### config.mk
export PLATFORM = sky130hd
export DESIGN_NAME = mrv1_ifetch
export DESIGN_NICKNAME = d
export VERILOG_FILES = /design/src/rtl/mrv1_ifetch.sv
export SDC_FILE = /design/constraint.sdc
export NUM_CORES = 1
export LEC_CHECK = 0
export CAP_MARGIN = 10
export CORE_ASPECT_RATIO = 2
export CORE_UTILIZATION = 47
export DETAILED_ROUTE_END_ITERATION = 10
export PLACE_DENSITY = 0.74
export SLEW_MARGIN = 5
export SYNTH_ARGS = -nofsm -noshare
export SYNTH_HDL_FRONTEND = slang
export SYNTH_SLANG_ARGS = --single-unit
### constraint.sdc
create_clock -name clk_i -period 2.6 [get_ports clk_i]
set_input_delay 0.52 -clock clk_i [delete_from_list [all_inputs] [get_ports clk_i]]
set_output_delay 0.52 -clock clk_i [all_outputs]
set_load 0.005 [all_outputs]
### src/rtl/mrv1_ifetch.sv
// Instruction fetch front-end: credit-limited sequential fetch, in-order buffer, epoch-tagged redirect flush.
// Optional MRV1_IFETCH_PERF_EN adds saturating stall/drop performance counters.
module mrv1_ifetch #(
    parameter int          IMEM_TAG_WIDTH_P = 2,
    parameter int          fifo_depth_p     = 4,
    parameter logic [31:0] reset_pc_p       = 32'h0000_0000
) (
    input  logic                        clk_i,
    input  logic                        rst_i,
    input  logic                        redirect_vld_i,
    input  logic [31:0]                 redirect_pc_i,
    output logic                        imem_req_vld_o,
    input  logic                        imem_req_rdy_i,
    output logic [IMEM_TAG_WIDTH_P-1:0] imem_req_tag_o,
    output logic [31:0]                 imem_req_addr_o,
    input  logic                        imem_resp_vld_i,
    input  logic [31:0]                 imem_resp_data_i,
    input  logic [IMEM_TAG_WIDTH_P-1:0] imem_resp_tag_i,
`ifdef MRV1_IFETCH_PERF_EN
    output logic [31:0]                 perf_stall_cnt_o,
    output logic [31:0]                 perf_drop_cnt_o,
`endif
    output logic                        instr_vld_o,
    input  logic                        instr_rdy_i,
    output logic [31:0]                 instr_pc_o,
    output logic [31:0]                 instr_data_o
);
    localparam int PTR_W = (fifo_depth_p > 1) ? $clog2(fifo_depth_p) : 1;
    localparam int CNT_W = PTR_W + 1;

    logic [31:0]                 fetch_pc_q, fetch_pc_d;
    logic [31:0]                 out_pc_q, out_pc_d;
    logic [IMEM_TAG_WIDTH_P-1:0] epoch_q, epoch_d;
    logic [CNT_W-1:0]            outstanding_q, outstanding_d;
    logic [CNT_W-1:0]            count_q, count_d;
    logic [PTR_W-1:0]            rd_ptr_q, rd_ptr_d;
    logic [PTR_W-1:0]            wr_ptr_q, wr_ptr_d;
    logic                        rst_dly_q;
    logic [31:0]                 buf_q [fifo_depth_p];

    logic        credit_ok;
    logic        req_fire;
    logic        resp_live;
    logic        push;
    logic        pop;
    logic        drop;
    logic [31:0] redirect_pc_aligned;

    assign redirect_pc_aligned = redirect_pc_i & ~32'h3;
    // Reserve a buffer slot for every request in flight so a response can never overflow.
    assign credit_ok       = ({1'b0, outstanding_q} + {1'b0, count_q}) < (CNT_W + 1)'(fifo_depth_p);
    assign imem_req_vld_o  = !rst_i && !redirect_vld_i && credit_ok;
    assign imem_req_addr_o = fetch_pc_q;
    assign imem_req_tag_o  = epoch_q;
    assign req_fire        = imem_req_vld_o && imem_req_rdy_i;

    // The cycle right after reset may still see a response to a pre-reset request.
    assign resp_live = imem_resp_vld_i && !rst_i && !rst_dly_q;
    assign push      = resp_live && (imem_resp_tag_i == epoch_q) && !redirect_vld_i;
    assign drop      = resp_live && !push;

    assign instr_vld_o  = (count_q != '0);
    assign instr_pc_o   = out_pc_q;
    assign instr_data_o = buf_q[rd_ptr_q];
    assign pop          = instr_vld_o && instr_rdy_i && !redirect_vld_i;

    always_comb begin
        fetch_pc_d    = fetch_pc_q;
        out_pc_d      = out_pc_q;
        epoch_d       = epoch_q;
        count_d       = count_q;
        rd_ptr_d      = rd_ptr_q;
        wr_ptr_d      = wr_ptr_q;
        outstanding_d = outstanding_q + CNT_W'(req_fire) - CNT_W'(resp_live);
        if (redirect_vld_i) begin
            fetch_pc_d = redirect_pc_aligned;
            out_pc_d   = redirect_pc_aligned;
            epoch_d    = epoch_q + 1'b1;
            count_d    = '0;
            rd_ptr_d   = '0;
            wr_ptr_d   = '0;
        end else begin
            if (req_fire) fetch_pc_d = fetch_pc_q + 32'd4;
            if (pop) begin
                out_pc_d = out_pc_q + 32'd4;
                rd_ptr_d = rd_ptr_q + 1'b1;
            end
            if (push) wr_ptr_d = wr_ptr_q + 1'b1;
            count_d = count_q + CNT_W'(push) - CNT_W'(pop);
        end
    end

    always_ff @(posedge clk_i) begin
        if (rst_i) begin
            fetch_pc_q    <= reset_pc_p;
            out_pc_q      <= reset_pc_p;
            epoch_q       <= '0;
            outstanding_q <= '0;
            count_q       <= '0;
            rd_ptr_q      <= '0;
            wr_ptr_q      <= '0;
            rst_dly_q     <= 1'b1;
        end else begin
            fetch_pc_q    <= fetch_pc_d;
            out_pc_q      <= out_pc_d;
            epoch_q       <= epoch_d;
            outstanding_q <= outstanding_d;
            count_q       <= count_d;
            rd_ptr_q      <= rd_ptr_d;
            wr_ptr_q      <= wr_ptr_d;
            rst_dly_q     <= 1'b0;
        end
    end

    always_ff @(posedge clk_i) begin
        if (push) buf_q[wr_ptr_q] <= imem_resp_data_i;
    end

`ifdef MRV1_IFETCH_PERF_EN
    logic [31:0] perf_stall_q;
    logic [31:0] perf_drop_q;

    always_ff @(posedge clk_i) begin
        if (rst_i) begin
            perf_stall_q <= '0;
            perf_drop_q  <= '0;
        end else begin
            if (!instr_vld_o && perf_stall_q != 32'hFFFF_FFFF) perf_stall_q <= perf_stall_q + 32'd1;
            if (drop && perf_drop_q != 32'hFFFF_FFFF) perf_drop_q <= perf_drop_q + 32'd1;
        end
    end

    assign perf_stall_cnt_o = perf_stall_q;
    assign perf_drop_cnt_o  = perf_drop_q;
`endif

endmodule
* Word-level counts from Yosys, hierarchy flattened *
Memories as Yosys holds them, arrays and structs flattened. A register that Yosys moved wholly into a read port is not among the register bits.
Cells that the tools add are included.

cells by class
  $add $sub $neg = 10
  order comparisons = 1
  equality and inequality tests = 1
  muxes and demuxes = 9
  reduce and logical (&&, ||, !) cells = 16

operator list
  kind                     count
  $mux W32                 4
  $add A32 B3 Y32 const B  2
  $logic_and A1 B1 Y1      9
  $add A2 B1 Y2 const B    3
  $add A3 B1 Y3            2
  $sub A3 B1 Y3            2
  $add A3 B3 Y4            1
  $lt A4 B3 Y1 const B     1
  $mux W2                  2
  $reduce_bool A2 Y1       2
  $logic_not A1 Y1         3
  $mux W1                  3
  $reduce_bool A3 Y1       1
  $eq A2 B2 Y1             1
  $reduce_or A2 Y1         1

storage, ports and cells
  register bits after elaboration = 77
  RAM bits = 128
  input bits = 72
  output and inout port bits = 100
  logic and storage cells = 48
  memories = 1

memory list
  name   words  width  read ports  clocked after Yosys merged registers in  write ports  RTL line  text
  buf_q  4      32     1           1                                        1            39        logic [31:0] buf_q [fifo_depth_p];

* Logic depth before layout (Yosys ltp) *
Gate-level depths: netlist of the first run.

  word-level depth = 7
  depth in mapped cells = 13

* Worst setup path after synthesis of the first run *
OpenSTA, ideal clock, no wires.

  path kind = input-to-reg
  from = input rst_i
  to = register outstanding_q[2]
  library setup time = 128 ps
  arrival = 2646 ps
  required time = 2472 ps
  setup slack = -174 ps
  cell stages on the path = 13
  path through = clkbuf_1 > nor3_2 > and3_1 > inv_1 > buf_2 > buf_2 > ha_1 > inv_1 > ha_1 > fa_1 > xnor2_1 > xnor2_1 > nor2_1

between the ends
  cells in the longest elaborated chain, start to end = 6

RTL lines
  element                           RTL line  text
  from (decl)                       9         input logic rst_i,
  $logic_not A1 Y1                  52, 58
  $logic_and A1 B1 Y1 (2 in a row)  52        assign imem_req_vld_o = !rst_i && !redirect_vld_i && credit_ok;
  $logic_and A1 B1 Y1               55        assign req_fire = imem_req_vld_o && imem_req_rdy_i;
  $add A3 B1 Y3                     74        outstanding_d = outstanding_q + CNT_W'(req_fire) - CNT_W'(resp_live);
  $sub A3 B1 Y3                     74
  to (signal assigned)              107       outstanding_q <= outstanding_d;
  to (decl)                         34        logic [CNT_W-1:0] outstanding_q, outstanding_d;

Parallel ways exist; a longest one is shown, timed or not.
A chain may end at the register's enable or synchronous reset.

==> impl_results.md, run 1 <==
- Synthesis warning total: 0
- Critical Path Fanout Max: 9
- First-pass DRT Iterations: 5
- First DRT Iteration DRCs: between 200 and 250
- Yosys top cell area share: 0.438
- Ant diodes: 0
- Final Cycle Share: 0.979
- Global placement routability congestion: 0.882
- Async SR Flop Fraction: 0
- Worst setup SP type: register
- Status: complete, no violations
- CP arrival: 2020 ps
- Vias in the first global route: between 6000 and 7000
- Synthesized flop and latch total: between 200 and 250
- Largest delay share family, worst path: buffers and inverters
- CP required: 2080 ps
- Clock sinks: ~200
- Largest area contributor in the netlist: edfxtp_1
- Least-Margin Pin Slew: 647 ps
- Slowest CP cell: mux4_2
- Die height: 195 µm
- # DRC: 0
- Design Power: 6840 µW
- Reg clk slew, reported paths: approximately 60 ps
- Effective utilization at floorplan: 0.479
- Max Clock Skew: between 15 and 20 ps
- Critical Path End Type: output pin
- CTS root buf: clkbuf_16
- Synth unique cells: 58
- Post-synth EDFFs: roughly 130
- Peak supply drop: between 400 and 500 µV
- Worst R2R Start: outstanding_q[2]
- Worst setup margin: 55.0 ps
- CTS H-tree lvls: 1
- Critical hold path startpoint: rst_i
- Die width: between 90 and 100 µm
- Hold Violations, Final: 0
- Nets: between 900 and 1000
- Routed WL: ~22 mm
- Dpl cells: 1042
- Fmax achieved: 0.393 GHz
- GRT Residual Overflow: 0
- Initial antenna violation count: 0
- Final non-filler cell total: 1089
- Commonest non-fill, non-tap cell in the layout: clkdlybuf4s50_1
- Die footprint: 19200 µm²
- Layout cell share with drive strength beyond 1: 0.148
- RR Endpoint: outstanding_q[2]
- Worst path max stage delay: 510 ps
- Pwr/cell area: between 500 and 600 nW/µm²
- # port buffers: between 150 and 200
- Crit Path Class: register to output pin
- Vias: 6233
- Synthesized instance count: 667
- Via density: 5.72
- Mapped Area: 8770 µm²
- Hold Path End: rst_dly_q
- CTS tree: built
- Reg2Reg Setup Slack: 70 ps
- Worst Path Buf+Inv: 3
- Largest cells by area after synthesis: edfxtp_1, dfxtp_1, mux4_2
- Most frequent cells in the layout: clkdlybuf4s50_1, edfxtp_1, dfxtp_1
- Final Setup Violations: 0
- Worst Hold Depth: 3
- Worst-case reg-to-reg path depth: 11
- GRT Overall Usage: 0.230
- Routed WL per cell: just over 20 µm
- Post-synthesis sequential area ratio: 0.610
- First-pass GRT wire length: roughly 35 mm
- Syn Area/Cell: 13.1 µm²
- Layout area overhead: 33.0%
- Most frequent CP cell: buf_12
- Setup TNS: 0 ps
- Max-Cap Viols: 0
- Ys flop type: edfxtp_1
- HP Class: primary input to register
- RSZ-0062 raised after global routing: true
- Post-route ant nets: 0
- IO Pins: 172
- Max transition margin: 0.569
- Placeable Area: between 15000 and 20000 µm²
- Bufs on Longest Clock Path: 3
- Rows: 70
- Util after Layout: 0.637
- Crit path cell chain: buf_12 -> buf_12 -> mux4_2 -> dlygate4sd2_1
- Leak Pwr: 0.00412 µW
- Max-slew violation count: 0
- HPWL Detailed: 15.3 mm
- Clock latency on the worst-skew pair: about 480 ps
- Post-place setup slack: -366 ps
- Tmin final: 2540 ps
- Num CTS Buffers: 19
- Worst path depth: 4
- Pin count of the biggest net entering global routing: 57
[worst min-delay path, cell delays in order]
cell	delay, ps
buf_2	120
buf_4	130
buf_4	120
[kinds of logic (layout without fill, tap and decap cells)]
group / Yosys count / after routing / share of synthesized area
buffers and inverters: 62 / 265 / 0.0325
AOI/OAI and AO/OA: 107 / 107 / 0.0818
adders and majority gates: 14 / 14 / 0.0217
DFF: 203 / 203 / 0.610
muxes: 35 / 35 / 0.0859
and+or+nand+nor: 200 / 200 / 0.123
other: 1 / 4 / 0.000428
xor gates and xnor gates: 45 / 45 / 0.0450
[sequential cells by signal, summed over array words and instances, names as in the netlist, named ones only]
name	count
buf_q	128
imem_req_addr_o	30
instr_pc_o	30
count_q	3
outstanding_q	3
imem_req_tag_o	2
rd_ptr_q	2
wr_ptr_q	2
rst_dly_q	1
[worst max path at each step]
stage                                start                to  slack (ps)
after CTS                         register  instr_data_o[28]         -30
after global routing      outstanding_q[2]  outstanding_q[2]          -8
after global placement     imem_resp_vld_i        count_q[2]        -270
after detailed placement    redirect_vld_i  outstanding_q[2]        -370
after floorplan                      rst_i  outstanding_q[2]         -50
final                             register   instr_data_o[8]          60
[power breakdown]
part | switching (µW) | total, µW | internal (µW)
clock | 1130 | 2660 | 1530
sequential | 105 | 3600 | 3500
combinational | 243 | 574 | 331
[Yosys cell counts, drive strengths merged, types with 3 or more instances]
cell type and n:
a211oi 16, a21boi 11, a21oi 26, a31oi 15
and2 12, and3 8, and4 6, buf 20
clkbuf 17, dfxtp 75, edfxtp 128, ha 12
inv 23, mux4 32, nand2 42, nand3 28
nand4 18, nor2 40, nor2b 3, nor3 9
nor3b 3, nor4 16, o211ai 3, o21ai 11
o21bai 3, o22ai 3, o311ai 3, o31a 5
or2 4, or3 7, or4 3, xnor2 28
xor2 17
[metal layers]
| layer | part of all wire | routed length [µm] | global-route usage |
|---|---|---|---|
| met5 | 0 | 0 | 0 |
| met4 | 0.038 | 826 | 0.100 |
| met3 | 0.057 | 1270 | 0.0290 |
| met2 | 0.55 | 12200 | 0.445 |
| met1 | 0.35 | 7730 | 0.243 |
[layout make-up]
cell class	instances	area, µm²
multi-input cells	405	3190
well taps	216	270
fillers	1376	6650
repair buffers	210	2180
clock buffers	20	479
flip-flops and latches	203	5350
inverters	24	90.1
clock inverters	11	106
[what timing repair did]
action / CTS / global route
hold buffers: 0 / 0
gates cloned: 1 / 1
resized for setup: 16 / 26
buffers inserted: 2 / 12
setup endpoints to repair: 30 / 23
hold endpoints to repair: 0 / 0
pin swaps: 0 / 3
[metrics by stage]
stage | area [µm²] | hold WS [ps]
2_1_floorplan | 8830 | 482
3_3_place_gp | 10800 | 497
3_5_place_dp | 10800 | 512
4_1_cts | 11500 | 409
5_1_grt | 11700 | 441
6_report | 11700 | 445
Power figures use the tool's default switching activity.
==> run 2: changes to the inputs <==
--- a/config.mk
+++ b/config.mk
@@ -9,6 +9,7 @@
 export CORE_ASPECT_RATIO = 2
 export CORE_UTILIZATION = 47
 export DETAILED_ROUTE_END_ITERATION = 10
+export GPL_TIMING_DRIVEN = 0
 export PLACE_DENSITY = 0.74
 export SLEW_MARGIN = 5
 export SYNTH_ARGS = -nofsm -noshare
==> run 2 against run 1 <==
  * Via count increased by 1.3%
  * Setup slack improved by 18 ps
  * Clock skew decreased by 7.8 ps
  * Flip-flop and latch count unchanged
  * Utilization increased by 0.64 points
  * Sequential share of layout area decreased by 0.38 points
  * Wire length increased by 6.6%
  * Combinational power increased by 9.8%
  * Final area increased by 1.0%
  * Register-to-register slack improved by 30 ps
  * Total power increased by 5.6%
  * Worst hold slack got worse by 230 ps
  * Critical path type unchanged
==> impl_results.md, run 2 (synthesis gave the netlist of run 1 again) <==
- Status: complete, no violations
- Placeable Area: between 15000 and 20000 µm²
- Max transition margin: 0.429
- First-pass GRT wire length: 35.7 mm
- Leak Pwr: around 0.0041 µW
- Worst setup SP type: register
- Layout cell share with drive strength beyond 1: 0.154
- Max-Cap Viols: 0
- # DRC: 0
- Final Setup Violations: 0
- Worst Path Buf+Inv: 2
- Critical Path Fanout Max: 10
- Clock latency on the worst-skew pair: 480 ps
- RSZ-0062 raised after global routing: false
- Rows: 70
- HP Class: primary input to register
- Reg clk slew, reported paths: 70 ps
- Hold_ws: 219 ps
- GR Layer Usage met3: 0.0308
- Slowest CP cell: mux4_2
- Met1 global-route usage: 0.252
- Die footprint: 19200 µm²
- Worst path max stage delay: 510 ps
- Die width: between 90 and 100 µm
- Multi-input gate area: between 3000 and 4000 µm²
- GRT Residual Overflow: 0
- Final Cycle Share: 0.972
- Nets: ~960
- Fmax achieved: 0.396 GHz
- Largest Register: buf_q
- Initial antenna violation count: 0
- Post-route ant nets: 0
- Bufs on Longest Clock Path: 3
- Layout area overhead: 34.3%
- Pin count of the biggest net entering global routing: 33
- GRT Overall Usage: 0.246
- Via density: approximately 5.7
- Max Clock Skew: 7.92 ps
- Ant diodes: 0
- CTS tree: built
- Placed inst area: 10800 µm²
- Most frequent cells in the layout: clkdlybuf4s50_1, edfxtp_1, dfxtp_1
- Die height: 195 µm
- # port buffers: 165
- Peak supply drop: around 510 µV
- Vias: 6312
- CP arrival: about 2000 ps
- Global placement routability congestion: 0.972
- Fillers: 1378
- Critical Path End Type: output pin
- Least-Margin Pin Slew: about 860 ps
- Switching Fraction: 0.213
- IO Pins: 172
- Vias in the first global route: roughly 6400
- Final Cell Area: 11800 µm²
- Max reg flops: around 130
- Effective utilization at floorplan: 0.479
- Largest delay share family, worst path: buffers and inverters
- Num CTS Buffers: 18
- Clock share of power: 0.414
- Clock sinks: 203
- Setup TNS: 0 ps
- First DRT Iteration DRCs: just under 200
- Hold Violations, Final: 0
- Internal power: 5680 µW
- Tmin final: 2530 ps
- Combinational share of power: 0.087
- CP required: about 2100 ps
- Commonest non-fill, non-tap cell in the layout: clkdlybuf4s50_1
- Pwr/cell area: 613 nW/µm²
- Crit Path Class: register to output pin
- Net switching power: 1530 µW
- First-pass DRT Iterations: 6
- Register area: 5360 µm²
- Top Usage Layer GRT: met2
- CTS root buf: clkbuf_16
- CTS H-tree lvls: 1
- Hold Buf Count CTS: 0
- Routed WL: 23.5 mm
- Sequential share of power: 0.499
- Max-slew violation count: 0
- Crit path cell chain: buf_12 -> mux4_2 -> clkdlybuf4s50_1
- Routed WL per cell: 21.4 µm
- Met2 Track Usage GR: 0.470
- HPWL Detailed: 16.9 mm
[run 2: timing repair]
action	4_1_cts	5_1_grt
endpoints found under the setup margin	101	32
pin swaps	7	8
buffers inserted	5	12
hold endpoints to repair	0	0
gates resized for setup	38	34
[run 2: layout make-up]
cell class / count / area share
Clock inverter: 9 / 0.0146
Sequential cell: 203 / 0.455
Inverter: 24 / 0.00786
Multi-Input combinational cell: 405 / 0.278
Clock buffer: 23 / 0.0417
Buffer: 35 / 0.0213
Timing Repair Buffer: 184 / 0.159
Tap cell: 216 / 0.0230
[run 2: path summary, 6_finish.rpt]
path | startpoint | to | slack, ps | cells after the start
max | register | instr_data_o[17] | 70 | 3
min reg2reg | instr_pc_o[3] | instr_pc_o[3] | 540 | 2
min | rst_i | rst_dly_q | 220 | 1
max reg2reg | count_q[1] | imem_req_addr_o[4] | 100 | 8
[run 2: per-layer routing]
metal  wire length [µm]  vias to the layer above  share of wire
li1                   -                     2936              -
met1               7940                     3069           0.34
met2              13000                      242           0.55
met3               1270                       65          0.054
met4               1290                        0          0.055
met5                  0                        -              0
[run 2: power groups by stage]
stage	Clock, µW	Sequential (µW)	Combinational [µW]
after CTS	3060	3600	621
after detailed placement	0	3670	589
after global placement	0	3670	581
after global routing	3150	3610	674
after floorplan	0	3650	230
final	2990	3600	630
[run 2: per-stage QoR]
stage / utilization / power, µW / instances / worst slack (ps)
2_1_floorplan: - / 3880 / 670 / -49.0
3_3_place_gp: 0.587 / 4250 / 1051 / -1150
3_5_place_dp: 0.590 / 4260 / 1053 / -859
4_1_cts: 0.633 / 7270 / 1088 / -33.9
5_1_grt: 0.643 / 7440 / 1099 / 4.78
6_report: 0.643 / 7220 / 1099 / 72.6
==> variant 1 (flow settings as in run 2) <==
Build with the macro `MRV1_IFETCH_PERF_EN` defined.
--- a/src/rtl/mrv1_ifetch.sv
+++ b/src/rtl/mrv1_ifetch.sv
@@ -1,5 +1,7 @@
 // Instruction fetch front-end: credit-limited sequential fetch, in-order buffer, epoch-tagged redirect flush.
 // Optional MRV1_IFETCH_PERF_EN adds saturating stall/drop performance counters.
+`define MRV1_IFETCH_PERF_EN
+
 module mrv1_ifetch #(
     parameter int          IMEM_TAG_WIDTH_P = 2,
     parameter int          fifo_depth_p     = 4,
Behaviour (old outputs only; new: perf_drop_cnt_o and perf_stall_cnt_o): unchanged (equiv_simple and equiv_induct, registers matched by name and starting in step).
==> variant 1 against run 2 <==
  * Power increased by 22%
  * Synthesized area increased by 35%
  * Critical path type unchanged
  * Final area increased by 35%
  * Critical endpoint is now instr_data_o[3]
  * First-iteration DRC count increased to 3.2 times the old value
  * Global-route usage increased by 2.4 points
  * Routed wire length increased by 53%
  * Sequential cell count increased by 64
  * Cell count increased by 54%
  * Synthesized cell count increased by 58%
  * Die area increased by 35%
  * Largest cell class unchanged
  * Setup slack got worse by 52 ps
==> variant 1: results (changes against run 2) <==
.. list-table::
   :header-rows: 1

   * - Metric
     - Value
   * - Syn avg cell area
     - 11.3 um2 (-14%)
   * - Count of different cell masters after synthesis
     - 63 (+8.6%)
   * - Clock transition time at the flip-flop clock pins of the worst setup and hold paths
     - 70 ps (about the same)
   * - Maximum clock rate
     - 388 MHz (-2.0%)
   * - Number of port buffers
     - 228 (+38%)
   * - Synth area leaders
     - edfxtp_1, dfxtp_1, mux4_2
   * - Yosys Warn Count
     - 0 (unchanged)
   * - Number of max-cap violations
     - 0 (unchanged)
   * - Wire length of the first global-routing pass
     - 52900 um (+48%)
   * - Flip-flop count of the largest register after layout
     - 128 (unchanged)
   * - Synth top cells by count
     - dfxtp_1, edfxtp_1, nor2_1
   * - Async set or reset register ratio after synthesis
     - 0 (unchanged)
   * - Total CTS buffers
     - 23 (+5)
   * - Slowest-stage cell, CP
     - mux4_2
   * - Cell Area, Placed
     - 14700 um2 (+36%)
   * - Cell at the root of the clock tree
     - clkbuf_16
   * - Kind of cell adding the most delay to the critical path
     - buffers and inverters
   * - Post-synth top flop
     - dfxtp_1
   * - H-Tree Depth
     - 1 (unchanged)
   * - Slew @ Worst Pin
     - 865 ps (+8.99 ps)
   * - Flop-to-flop setup slack
     - 30 ps (-70 ps)
   * - Final std cells w/o fill
     - 1691 (+54%)
   * - Antenna diode instance count
     - 0 (unchanged)
   * - Number of synthesized flops with an enable pin
     - 128 (unchanged)
   * - Total half-perimeter wirelength after legalization and detailed placement
     - 26300 um (+56%)
   * - Clock Skews
     - 7.07 ps (-0.842 ps)
   * - Placer congestion estimate
     - 0.947 (-2.6%)
   * - Filler cell count
     - 1981 (+44%)
   * - Largest fanout of any net on the critical path
     - 7 (-3)
   * - Clock Tree Buf Depth
     - 3 (unchanged)
   * - Pin count of the biggest net entering global routing
     - 33 (unchanged)
   * - Count of routing violations after the opening detailed-route iteration
     - 621 (+220%)
   * - Delay of the slowest cell on the worst path
     - 500 ps
   * - VDD IR max
     - 518 uV (+0.96%)
   * - Share of final-layout standard cells stronger than drive strength 1
     - 0.120 (-0.0337)
   * - Pre-CTS setup slack
     - -736 ps (+123 ps)
   * - Leak Pwr
     - 5.36 nW (+30%)
   * - Placed instance count
     - 1620 (+54%)
   * - Overall track demand over capacity in global routing
     - 0.270 (+0.0236)
   * - Portion of the post-synthesis area used by sequential elements
     - 0.558 (-0.0517)
   * - Outcome
     - finished clean
   * - Initial antenna violation count
     - 0 (unchanged)
   * - Area Growth Syn to Fin
     - 34.0%
   * - Hold WS
     - 494 ps (+274 ps)
   * - Latest clock arrival within the worst-skew pair
     - 520 ps (+40 ps)
   * - Final nets
     - 1427 (+49%)
   * - Detailed-routing iteration count for the pre-antenna-repair pass
     - 5 (-1)
   * - Largest reg by FF count
     - buf_q
   * - Worst hold path class
     - input port to register
   * - Per-cell routed wire length
     - 21.2 um (-0.59%)
   * - Data arrival time of the worst path
     - 2060 ps (+50 ps)
   * - Average via count per standard cell
     - 5.82 (+1.4%)
   * - Number of global-route vias before repair
     - 9771 (+52%)
==> variant 1: cell count changes in the layout (fill, tap and decap cells not counted), moves of 10 or more <==
cell and change:
dfxtp_1 +63, clkdlybuf4s50_1 +57, a21oi_1 +43, o21ai_0 +39, nor2_1 +34, or3_1 +28
nand2_1 +27, nand3_1 +25, clkbuf_1 +24, nand4_1 +22, o31ai_1 +20, or4_1 +20
xor2_1 +10
==> variant 1: final timing paths <==
check	startpoint	end	cells past startpoint
setup reg to reg	outstanding_q[2]	outstanding_q[2]	13
hold reg to reg	perf_drop_cnt_o[31]	perf_drop_cnt_o[31]	2
hold / removal	rst_i	rst_dly_q	1
setup / recovery	register	instr_data_o[3]	3
==> variant 1: logic make-up after synthesis <==
group                    Yosys count  synth area share
buffers and inverters             83            0.0301
AND/OR/NAND/NOR                  374             0.172
multiplexers                      41            0.0688
AO/OA/AOI/OAI                    225             0.119
flip-flops                       267             0.558
XOR/XNOR                          46            0.0339
other                              1          0.000316
adder cells (fa/ha/maj)           16            0.0181
==> variant 1: where the power goes <==
| group | switching [mW] | total (mW) | internal, mW |
|---|---|---|---|
| registers | 0.107 | 4.59 | 4.48 |
| logic | 0.330 | 0.678 | 0.348 |
| clock network | 1.57 | 3.52 | 1.95 |
==> variant 1: timing repair <==
item / in CTS / in global routing
gates resized for setup: 40 / 46
endpoints found under the setup margin: 79 / 113
hold endpoints to repair: 0 / 0
pin swaps: 5 / 8
gates cloned: 0 / 2
setup buffers: 7 / 22
==> variant 1: worst reg2reg max path: cells and delay by family (launching register included) <==
| kind | cells | cell delay [ps] |
|---|---|---|
| and+or+nand+nor | 2 | 290 |
| adders and majority gates | 4 | 950 |
| DFF | 1 | 330 |
| xor gates and xnor gates | 2 | 290 |
| buffers and inverters | 4 | 290 |
| AOI/OAI and AO/OA | 1 | 270 |
==> variant 1: layer usage <==
metal | part of all wire | wire length (um) | up-vias | track usage
li1 | - | - | 4597 | -
met1 | 0.32 | 11400 | 4713 | 0.250
met2 | 0.55 | 19800 | 414 | 0.521
met3 | 0.054 | 1960 | 120 | 0.0364
met4 | 0.077 | 2770 | 0 | 0.200
met5 | 0 | 0 | - | 0
==> variant 1: cell type report <==
type                            instances  share of cell area
Timing Repair Buffer                  259               0.166
Sequential cell                       267               0.418
Clock inverter                         11             0.00920
Inverter                               27             0.00653
Buffer                                 55              0.0215
Tap cell                              336              0.0264
Clock buffer                           30              0.0378
Multi-Input combinational cell        706               0.315
==> variant 2 (settings of run 2) <==
Made on the original files. Change the parameter `IMEM_TAG_WIDTH_P` from 2 to 4.
--- a/src/rtl/mrv1_ifetch.sv
+++ b/src/rtl/mrv1_ifetch.sv
@@ -1,7 +1,7 @@
 // Instruction fetch front-end: credit-limited sequential fetch, in-order buffer, epoch-tagged redirect flush.
 // Optional MRV1_IFETCH_PERF_EN adds saturating stall/drop performance counters.
 module mrv1_ifetch #(
-    parameter int          IMEM_TAG_WIDTH_P = 2,
+    parameter int          IMEM_TAG_WIDTH_P = 4,
     parameter int          fifo_depth_p     = 4,
     parameter logic [31:0] reset_pc_p       = 32'h0000_0000
 ) (
Ports: changed (resized imem_req_tag_o and imem_resp_tag_i); port bits go from 172 to 176. The function was not compared with the original's and may differ.
==> variant 2 against run 2 <==
  * Sequential power is 1% higher
  * Setup slack worse by 14 ps
  * First-iteration DRC count rose by 64%
  * Synthesized cell count grew 9.4%
  * Non-clock buffer count increased by 13
  * Critical path type is now input port to register
  * Final area up 6.9%
  * Synthesized area increased by 5.7%
  * Sequential cell count up 2
  * Largest cell class unchanged
  * Global-route usage grew 2.7 points
  * Cell count increased by 10%
  * Power is 6.9% higher
  * Routed wire length up 22%
==> variant 2: results (changes against run 2) <==
.. list-table::
   :header-rows: 1

   * - Metric
     - Value
   * - Number of global-route vias before repair
     - 7395 (+15%)
   * - Placer congestion estimate
     - 0.932 (-4.1%)
   * - Non-clk buf share
     - 0.186 (+0.00578)
   * - Count of routing violations after the opening detailed-route iteration
     - 319 (+64%)
   * - Kind of cell adding the most delay to the critical path
     - adder cells
   * - Portion of the post-synthesis area used by sequential elements
     - 0.581 (-0.0284)
   * - Cell Area, Placed
     - 11400 um2 (+5.8%)
   * - Count of vias placed by the detailed router
     - 7189 (+14%)
   * - Signal inverters
     - 31 (+29%)
   * - Wire length of the first global-routing pass
     - 41000 um (+15%)
   * - Number of cells traversed by the worst register-to-register path
     - 11 (+3)
   * - Flop-to-flop setup slack
     - 80 ps (-20 ps)
   * - Sequential share of cell area
     - 0.429 (-0.0262)
   * - Origin of the worst min-delay path
     - redirect_vld_i
   * - Multi-input combinational cell count
     - 450 (+11%)
   * - Total of plain and repair buffers excluding clock buffers
     - 232 (+5.9%)
   * - Filler cell count
     - 1489 (+8.1%)
   * - Detailed-routing iteration count for the pre-antenna-repair pass
     - 5 (-1)
   * - Flip-flop count of the largest register after layout
     - 128 (unchanged)
   * - Yosys reg bits
     - 205 (+0.99%)
   * - Count of different cell masters after synthesis
     - 63 (+8.6%)
   * - Delay of the slowest cell on the worst path
     - 410 ps (-100 ps)
   * - Average via count per standard cell
     - 5.93 (+3.2%)
   * - Placed instance count
     - 1164 (+11%)
   * - Share of the final layout cell area in multi-input gates
     - 0.289 (+0.0112)
   * - Total CTS buffers
     - 20 (+2)
   * - Overall track demand over capacity in global routing
     - 0.273 (+0.0268)
   * - Capture point of the critical path
     - count_q[2]
   * - Hold Path Cell Cnt
     - 4 (+3)
   * - Power density over the cells
     - 613 nW/um2 (about the same)
   * - Share of final-layout standard cells stronger than drive strength 1
     - 0.149 (-0.00517)
   * - Pin count of the biggest net entering global routing
     - 32 (-3.0%)
   * - Power Combinational
     - 0.709 mW (+13%)
   * - Relative area of clock buffers and inverters in the final design
     - 0.0611 (+0.00492)
   * - VDD IR max
     - 462 uV (-10%)
   * - Total half-perimeter wirelength after legalization and detailed placement
     - 20200 um (+19%)
   * - Slowest-stage cell, CP
     - dlygate4sd2_1
   * - Number of tap cells inserted
     - 259 (+20%)
   * - Leak Pwr
     - 4.50 nW (+9.0%)
   * - Gate count of the mapped netlist
     - 730 (+9.4%)
   * - Final nets
     - 1029 (+7.5%)
   * - Per-cell routed wire length
     - 23.5 um (+10%)
   * - Clock Tree Buf Depth
     - 3 (unchanged)
   * - Footprint of the multi-input gates
     - 3640 um2 (+11%)
   * - Outcome
     - finished clean
   * - Data arrival time of the worst path
     - 2950 ps (+940 ps)
   * - Number of port buffers
     - 168 (+1.8%)
   * - Worst R2R End
     - outstanding_q[1]
   * - Sw frac
     - 0.223 (+0.0102)
==> variant 2: changes by cell type after synthesis, moves of 9 or more <==
cell	run 2	this run
xnor2_1	28	12
nand4_1	16	25
a21oi_1	26	17
clkbuf_1	17	27
nand3_1	28	18
nor3_1	7	20
and3_1	7	19
nor2_1	40	28
o21bai_1	3	13
a311oi_1	2	24
==> variant 2: what timing repair did <==
item / CTS / global route
hold buffers: 0 / 0
buffers inserted: 4 / 9
hold endpoints to repair: 0 / 0
pin swaps: 3 / 0
cloned: 0 / 3
resized for setup: 54 / 41
setup endpoints to repair: 39 / 27
==> variant 2: through the flow <==
stage          hold WS, ps  TNS, ps  setup slack [ps]
4_1_cts                425    -11.5             -9.16
3_3_place_gp           488  -188960             -1320
6_report               442        0              58.7
5_1_grt                441    -61.7             -24.8
2_1_floorplan          468    -39.1             -39.1
3_5_place_dp           493   -62820             -1250
==> variant 2: cells by family (layout without fill, tap and decap cells) <==
family                   count (synthesis)  after routing  share of synthesized area
multiplexers                            35             35                     0.0810
AND/OR/NAND/NOR                        243            243                      0.148
other                                    1              4                   0.000405
XOR/XNOR                                24             24                     0.0227
buffers and inverters                   78            299                     0.0388
adder cells (fa/ha/maj)                 15             15                     0.0219
AO/OA/AOI/OAI                          129            129                      0.105
flip-flops                             205            205                      0.581
==> variant 2: worst register-to-register path, cell delays in order (launching register included) <==
cell and delay (ps):
dfxtp_4 370, ha_2 190, nor3_4 240, and3_4 320, inv_4 80, clkbuf_16 170, ha_1 270, inv_1 60
ha_1 130, inv_1 50, fa_2 510, nor2_1 40
==> variant 2: metal layers <==
metal  vias up  wire, um  global-route usage
li1       3289         -                   -
met1      3486      9470               0.270
met2       318     15300               0.494
met3        96      1550              0.0345
met4         0      2260               0.218
met5         -         0                   0
